[src/rtl/dcp_uart_arbiter.sv]
// dcp_uart_arbiter: independent round-robin TX/RX arbiters sharing one UART among N_REQ handlers.
// Optional per-grant watchdog with sticky arb_err when DCP_ARB_TIMEOUT_EN is defined.
module dcp_uart_arb_rr #(
    parameter int N_REQ = 4
`ifdef DCP_ARB_TIMEOUT_EN
    , parameter int TIMEOUT_CYC = 4096
`endif
) (
    input  logic             clk,
    input  logic             rstn,
    input  logic [N_REQ-1:0] req,
    input  logic             ack,
    output logic [N_REQ-1:0] gnt,
    output logic             err
);
    localparam int PW = $clog2(N_REQ);
    typedef enum logic [1:0] {IDLE, GRANT, WAIT_DROP} state_t;
    state_t state;
    logic [PW-1:0] ptr, gidx, pick, nxt;
    logic drop, expire;

    // Scan downward so the requester closest to ptr (cyclically) wins.
    always_comb begin
        pick = ptr;
        for (int i = N_REQ - 1; i >= 0; i--)
            if (req[(int'(ptr) + i) % N_REQ]) pick = PW'((int'(ptr) + i) % N_REQ);
    end

    assign nxt  = (gidx == PW'(N_REQ - 1)) ? '0 : gidx + 1'b1;
    assign drop = (state != IDLE) && !ack && !req[gidx];

    always_ff @(posedge clk or negedge rstn)
        if (!rstn) begin
            state <= IDLE;
            gnt   <= '0;
            ptr   <= '0;
            gidx  <= '0;
        end else if (state == IDLE) begin
            if (|req) begin
                state <= GRANT;
                gnt   <= N_REQ'(1) << pick;
                gidx  <= pick;
            end
        end else if (drop || expire) begin
            state <= IDLE;
            gnt   <= '0;
            ptr   <= nxt;
        end else if (ack) begin
            state <= WAIT_DROP;
        end

`ifdef DCP_ARB_TIMEOUT_EN
    localparam int CW = $clog2(TIMEOUT_CYC + 1);
    logic [CW-1:0] cnt;
    assign expire = (state != IDLE) && (cnt == CW'(TIMEOUT_CYC - 1));
    always_ff @(posedge clk or negedge rstn)
        if (!rstn) begin
            cnt <= '0;
            err <= 1'b0;
        end else begin
            cnt <= (state == IDLE || expire) ? '0 : cnt + 1'b1;
            if (expire) err <= 1'b1;
        end
`else
    assign expire = 1'b0;
    assign err    = 1'b0;
`endif
endmodule

module dcp_uart_arbiter #(
    parameter int N_REQ = 4,
    parameter int DW    = 32
`ifdef DCP_ARB_TIMEOUT_EN
    , parameter int TIMEOUT_CYC = 4096
`endif
) (
    input  logic                clk,
    input  logic                rstn,
    input  logic [N_REQ-1:0]    req_tx_i,
    input  logic [N_REQ-1:0]    type_tx_i,
    input  logic [N_REQ*DW-1:0] dout_i,
    output logic [N_REQ-1:0]    ack_tx_o,
    input  logic [N_REQ-1:0]    req_rx_i,
    input  logic [N_REQ-1:0]    type_rx_i,
    output logic [N_REQ-1:0]    ack_rx_o,
    output logic [DW-1:0]       din_rx_o,
    output logic                flag_rx_o,
    output logic                req_tx,
    output logic                type_tx,
    output logic [DW-1:0]       dout_tx,
    input  logic                ack_tx,
    output logic                req_rx,
    output logic                type_rx,
    input  logic                ack_rx,
    input  logic [DW-1:0]       din_rx,
    input  logic                flag_rx,
    output logic [N_REQ-1:0]    gnt_tx,
    output logic [N_REQ-1:0]    gnt_rx,
    output logic                arb_err
);
    logic err_tx, err_rx;

    dcp_uart_arb_rr #(
        .N_REQ(N_REQ)
`ifdef DCP_ARB_TIMEOUT_EN
        , .TIMEOUT_CYC(TIMEOUT_CYC)
`endif
    ) u_tx (.clk(clk), .rstn(rstn), .req(req_tx_i), .ack(ack_tx), .gnt(gnt_tx), .err(err_tx));

    dcp_uart_arb_rr #(
        .N_REQ(N_REQ)
`ifdef DCP_ARB_TIMEOUT_EN
        , .TIMEOUT_CYC(TIMEOUT_CYC)
`endif
    ) u_rx (.clk(clk), .rstn(rstn), .req(req_rx_i), .ack(ack_rx), .gnt(gnt_rx), .err(err_rx));

    assign req_tx    = |(req_tx_i & gnt_tx);
    assign type_tx   = |(type_tx_i & gnt_tx);
    assign ack_tx_o  = gnt_tx & {N_REQ{ack_tx}};
    assign req_rx    = |(req_rx_i & gnt_rx);
    assign type_rx   = |(type_rx_i & gnt_rx);
    assign ack_rx_o  = gnt_rx & {N_REQ{ack_rx}};
    assign din_rx_o  = din_rx;
    assign flag_rx_o = flag_rx;
    assign arb_err   = err_tx | err_rx;

    always_comb begin
        dout_tx = '0;
        for (int k = 0; k < N_REQ; k++)
            if (gnt_tx[k]) dout_tx = dout_tx | dout_i[k*DW +: DW];
    end
endmodule
[config.mk]
export PLATFORM = sky130hd
export DESIGN_NAME = dcp_uart_arbiter
export DESIGN_NICKNAME = d
export VERILOG_FILES = /design/src/rtl/dcp_uart_arbiter.sv
export SDC_FILE = /design/constraint.sdc
export NUM_CORES = 1
export LEC_CHECK = 0
export CAP_MARGIN = 10
export CORE_AREA = 4 4 103 105
export DETAILED_ROUTE_END_ITERATION = 12
export DIE_AREA = 0 0 107 109
export GPL_TIMING_DRIVEN = 0
export HOLD_SLACK_MARGIN = 0.02
export MAX_ROUTING_LAYER = met4
export PLACE_DENSITY_LB_ADDON = 0.3
export RECOVER_POWER = 50
export SLEW_MARGIN = 20
export SYNTH_ARGS = -nofsm -noshare
export SYNTH_HDL_FRONTEND = slang
export SYNTH_SLANG_ARGS = --single-unit
export TNS_END_PERCENT = 100
[constraint.sdc]
create_clock -name clk -period 3.23 [get_ports clk]
set_input_delay 0.646 -clock clk [delete_from_list [all_inputs] [get_ports clk]]
set_output_delay 0.646 -clock clk [all_outputs]
set_load 0.02 [all_outputs]
==> impl_results.md <==
* Met3 WL at approximately 950 um
* Root Buffer: clkbuf_8
* Clk pin slew, worst setup/hold paths at about 0.070 ns
* Filler Cells Inserted at 988
* Layout net count at a little under 700
* Total design power at around 2.9 mW
* Placement Rows at 36
* Crit start category: flip-flop
* TritonCTS clock tree: built
* Sink Count at 20
* PnR worst setup slack at approximately 0.13 ns
* DRC at 0
* # hold bufs at CTS at 0
* Antenna-violating nets left at 0
* Total CTS buffers at 3
* Peak VDD IR at between 0.2 and 0.3 mV
* Post-DR vias/cell at roughly 4.8
* Max Clk Rate at around 320 MHz
* Top delay family on crit path: buffers and inverters
* I/O Pins at approximately 270
* Worst Setup SP: u_tx.gnt[2]$_DFFE_PN0P_
* Worst-Margin Slew at between 0.8 and 0.9 ns
* Final hold violation count at 0
* Placed Cells at 638
* Min Hold Slack at around 0.53 ns
* Initial antenna violation count at 1
* Multi-input gate area at 1270 um^2
* MaxCap Viol Count at 0
* Syn Area/Cell at 7.83 um^2
* Final Max Slew Viols at 0
* Core Region at a little under 10000 um^2
* WL final at around 12000 um
* R2R Setup Slk at around 1.4 ns
* Grt ovf at 0
* Clock skew at 0.000851 ns
* Largest net degree at the start of global routing at 21
* Pre-Repair DR Iteration Count at 5
* Met2 WL post-DR at ~6600 um
* Hold Crit Class: flip-flop to flip-flop
* Number of DRC markers in iteration 0 at ~130
* Die Area at 11700 um^2
* Initial Utilization at 0.224
* Main area contributors after synthesis: a22oi_1 25%, dfrtp_1 23%, buf_4 12%
* Die H at between 100 and 150 um
* Worst Path Max Fanout at 10
* Clock insertion delay at the later pin of the skew report at around 0.25 ns
* Die X at 107 um
* Critical Path AT at 2.45 ns
* Vias in the first global route at around 3100
* Ratio of cells with drive above 1 in the final layout at 0.0968
* Worst Path Buf+Inv at 3
* Max H-tree Level at 1
* Routed len/inst at 19.5 um
* First-pass GRT wire length at between 15000 and 20000 um
* Dominant synthesized flop cell: dfrtp_1
* Met1 Wirelength at between 4000 and 5000 um
* Max incr delay on CP at between 0.6 and 0.7 ns
* Leak at 1.93 nW
* Critical path class: flip-flop to primary output
* Area grow syn2layout at 115%
* Pre-CTS WS at around 0.37 ns
* EDFF count, synth at 0
* Worst r2r src: u_rx.gidx[1]$_DFFE_PN0P_
* Status: complete, no violations
* WP data required at 2.58 ns
* All-Layer GR Usage at 0.201
* PortBufs at roughly 230
* Critical-path top delay cell: clkdlybuf4s50_1
* DP HPWL at 10800 um
* Final period util at 0.959
* Worst path cell trace: clkbuf_1 -> clkbuf_1 -> a22oi_1 -> nand2_1 -> clkdlybuf4s50_1
* Post-synth ARST share at 1.00
* Via count at 3052
* GPL Wtd Cong at between 0.8 and 0.9
* # Post-CTS Setup Buffers at 0
* Unrepaired setup endpoints after global routing: yes
* Ys Warns at 0
* Post-layout util at 0.483
* Top sig layer: met4
* Syn nets at approximately 460
* Most used cell, CP: clkbuf_1
* CTS max path bufs at 2
* Yosys cell types at 39
* Post-synth top area cell: a22oi_1
* Yosys top cell area share at 0.250
* Post-Syn Area at around 2200 um^2
* Synthesized instance count at 276
* Most common cell after layout, fill and taps aside: clkdlybuf4s50_1
* #FFs+latches synth at 20
* Most frequent cells in the layout: 188 x clkdlybuf4s50_1, 72 x a22oi_1, 45 x nand2_1
* Pwr dens at around 630 nW/um^2
* Reg area at around 500 um^2
* Crit path time final at between 3 and 4 ns
* Register area share after synthesis at 0.231
* Final setup viols at 0
* Hold path startpoint: u_tx.state[0]$_DFFE_PN0P_
* Fin cells at 640
* Max-Slew Margin vs Limit at 0.404
* Crit. End Element: primary output
[cells in the mapped netlist, types with 3 or more instances]
library cell	instances
a22oi_1	72
nand2_1	45
buf_4	34
dfrtp_1	20
clkbuf_1	17
o31ai_1	10
and2_1	8
nand3_1	8
nor2_1	7
a21oi_1	6
o21ai_0	5
buf_6	4
inv_1	4
nor2b_1	3
[worst reg2reg max path, cell delays in order (launching register included)]
cell     delay, ns
dfrtp_1       0.39
mux4_2        0.55
or3_1         0.31
buf_2         0.17
mux2_4        0.30
[worst paths after layout]
path	to	depth (start not counted)
max	dout_tx[22]	5
min	u_tx.state[0]$_DFFE_PN0P_	2
max reg2reg	u_rx.ptr[1]$_DFFE_PN0P_	4
min reg2reg	u_tx.state[0]$_DFFE_PN0P_	2
max in group asynchronous	u_rx.gnt[1]$_DFFE_PN0P_	1
min in group asynchronous	u_rx.ptr[1]$_DFFE_PN0P_	1
[cell type report]
type                    instances  area share
multi-input cells             195       0.273
repair buffers                229       0.492
inverters                       4     0.00322
flip-flops and latches         20       0.107
clock buffers                   3     0.00886
plain buffers                  55      0.0787
well taps                     133      0.0357
diodes                          1    0.000537
[report_power, final]
group	switching (mW)	internal [mW]	leakage [nW]
logic	1.20	1.09	1.65
registers	0.145	0.361	0.254
clock network	0.0736	0.0828	0.0216
total	1.42	1.53	1.93
[kinds of logic after synthesis]
kind of cell / count (synthesis) / share of synthesized area
AO/OA/AOI/OAI: 111 / 0.381
AND/OR/NAND/NOR: 77 / 0.160
buffers and inverters: 61 / 0.179
flip-flops: 20 / 0.231
multiplexers: 4 / 0.0347
adder cells (fa/ha/maj): 2 / 0.0116
other: 1 / 0.00173
[what timing repair did]
item	in CTS	in global routing
endpoints found under the hold margin	0	0
gates resized for setup	0	2
endpoints found under the setup margin	0	8
[layer usage]
metal / vias to the layer above / GRT usage
met4: 0 / 0.0247
li1: 1475 / -
met1: 1442 / 0.233
met5: - / -
met2: 128 / 0.362
met3: 7 / 0.0491
[metrics by stage]
step                TNS [ns]  instance area, um^2
finish                     0                 4660
global route        -0.00540                 4660
CTS                        0                 4660
detailed placement         0                 4620
global placement           0                 4620
floorplan                  0                 2160
[sequential cells by signal, summed over array words and instances (netlist names)]
register,count
u_tx.gidx,2
u_rx.gnt,4
u_rx.state,2
u_rx.gidx,2
u_tx.gnt,4
u_tx.ptr,2
u_tx.state,2
u_rx.ptr,2
No activity file was read; power rests on OpenSTA's default activity.
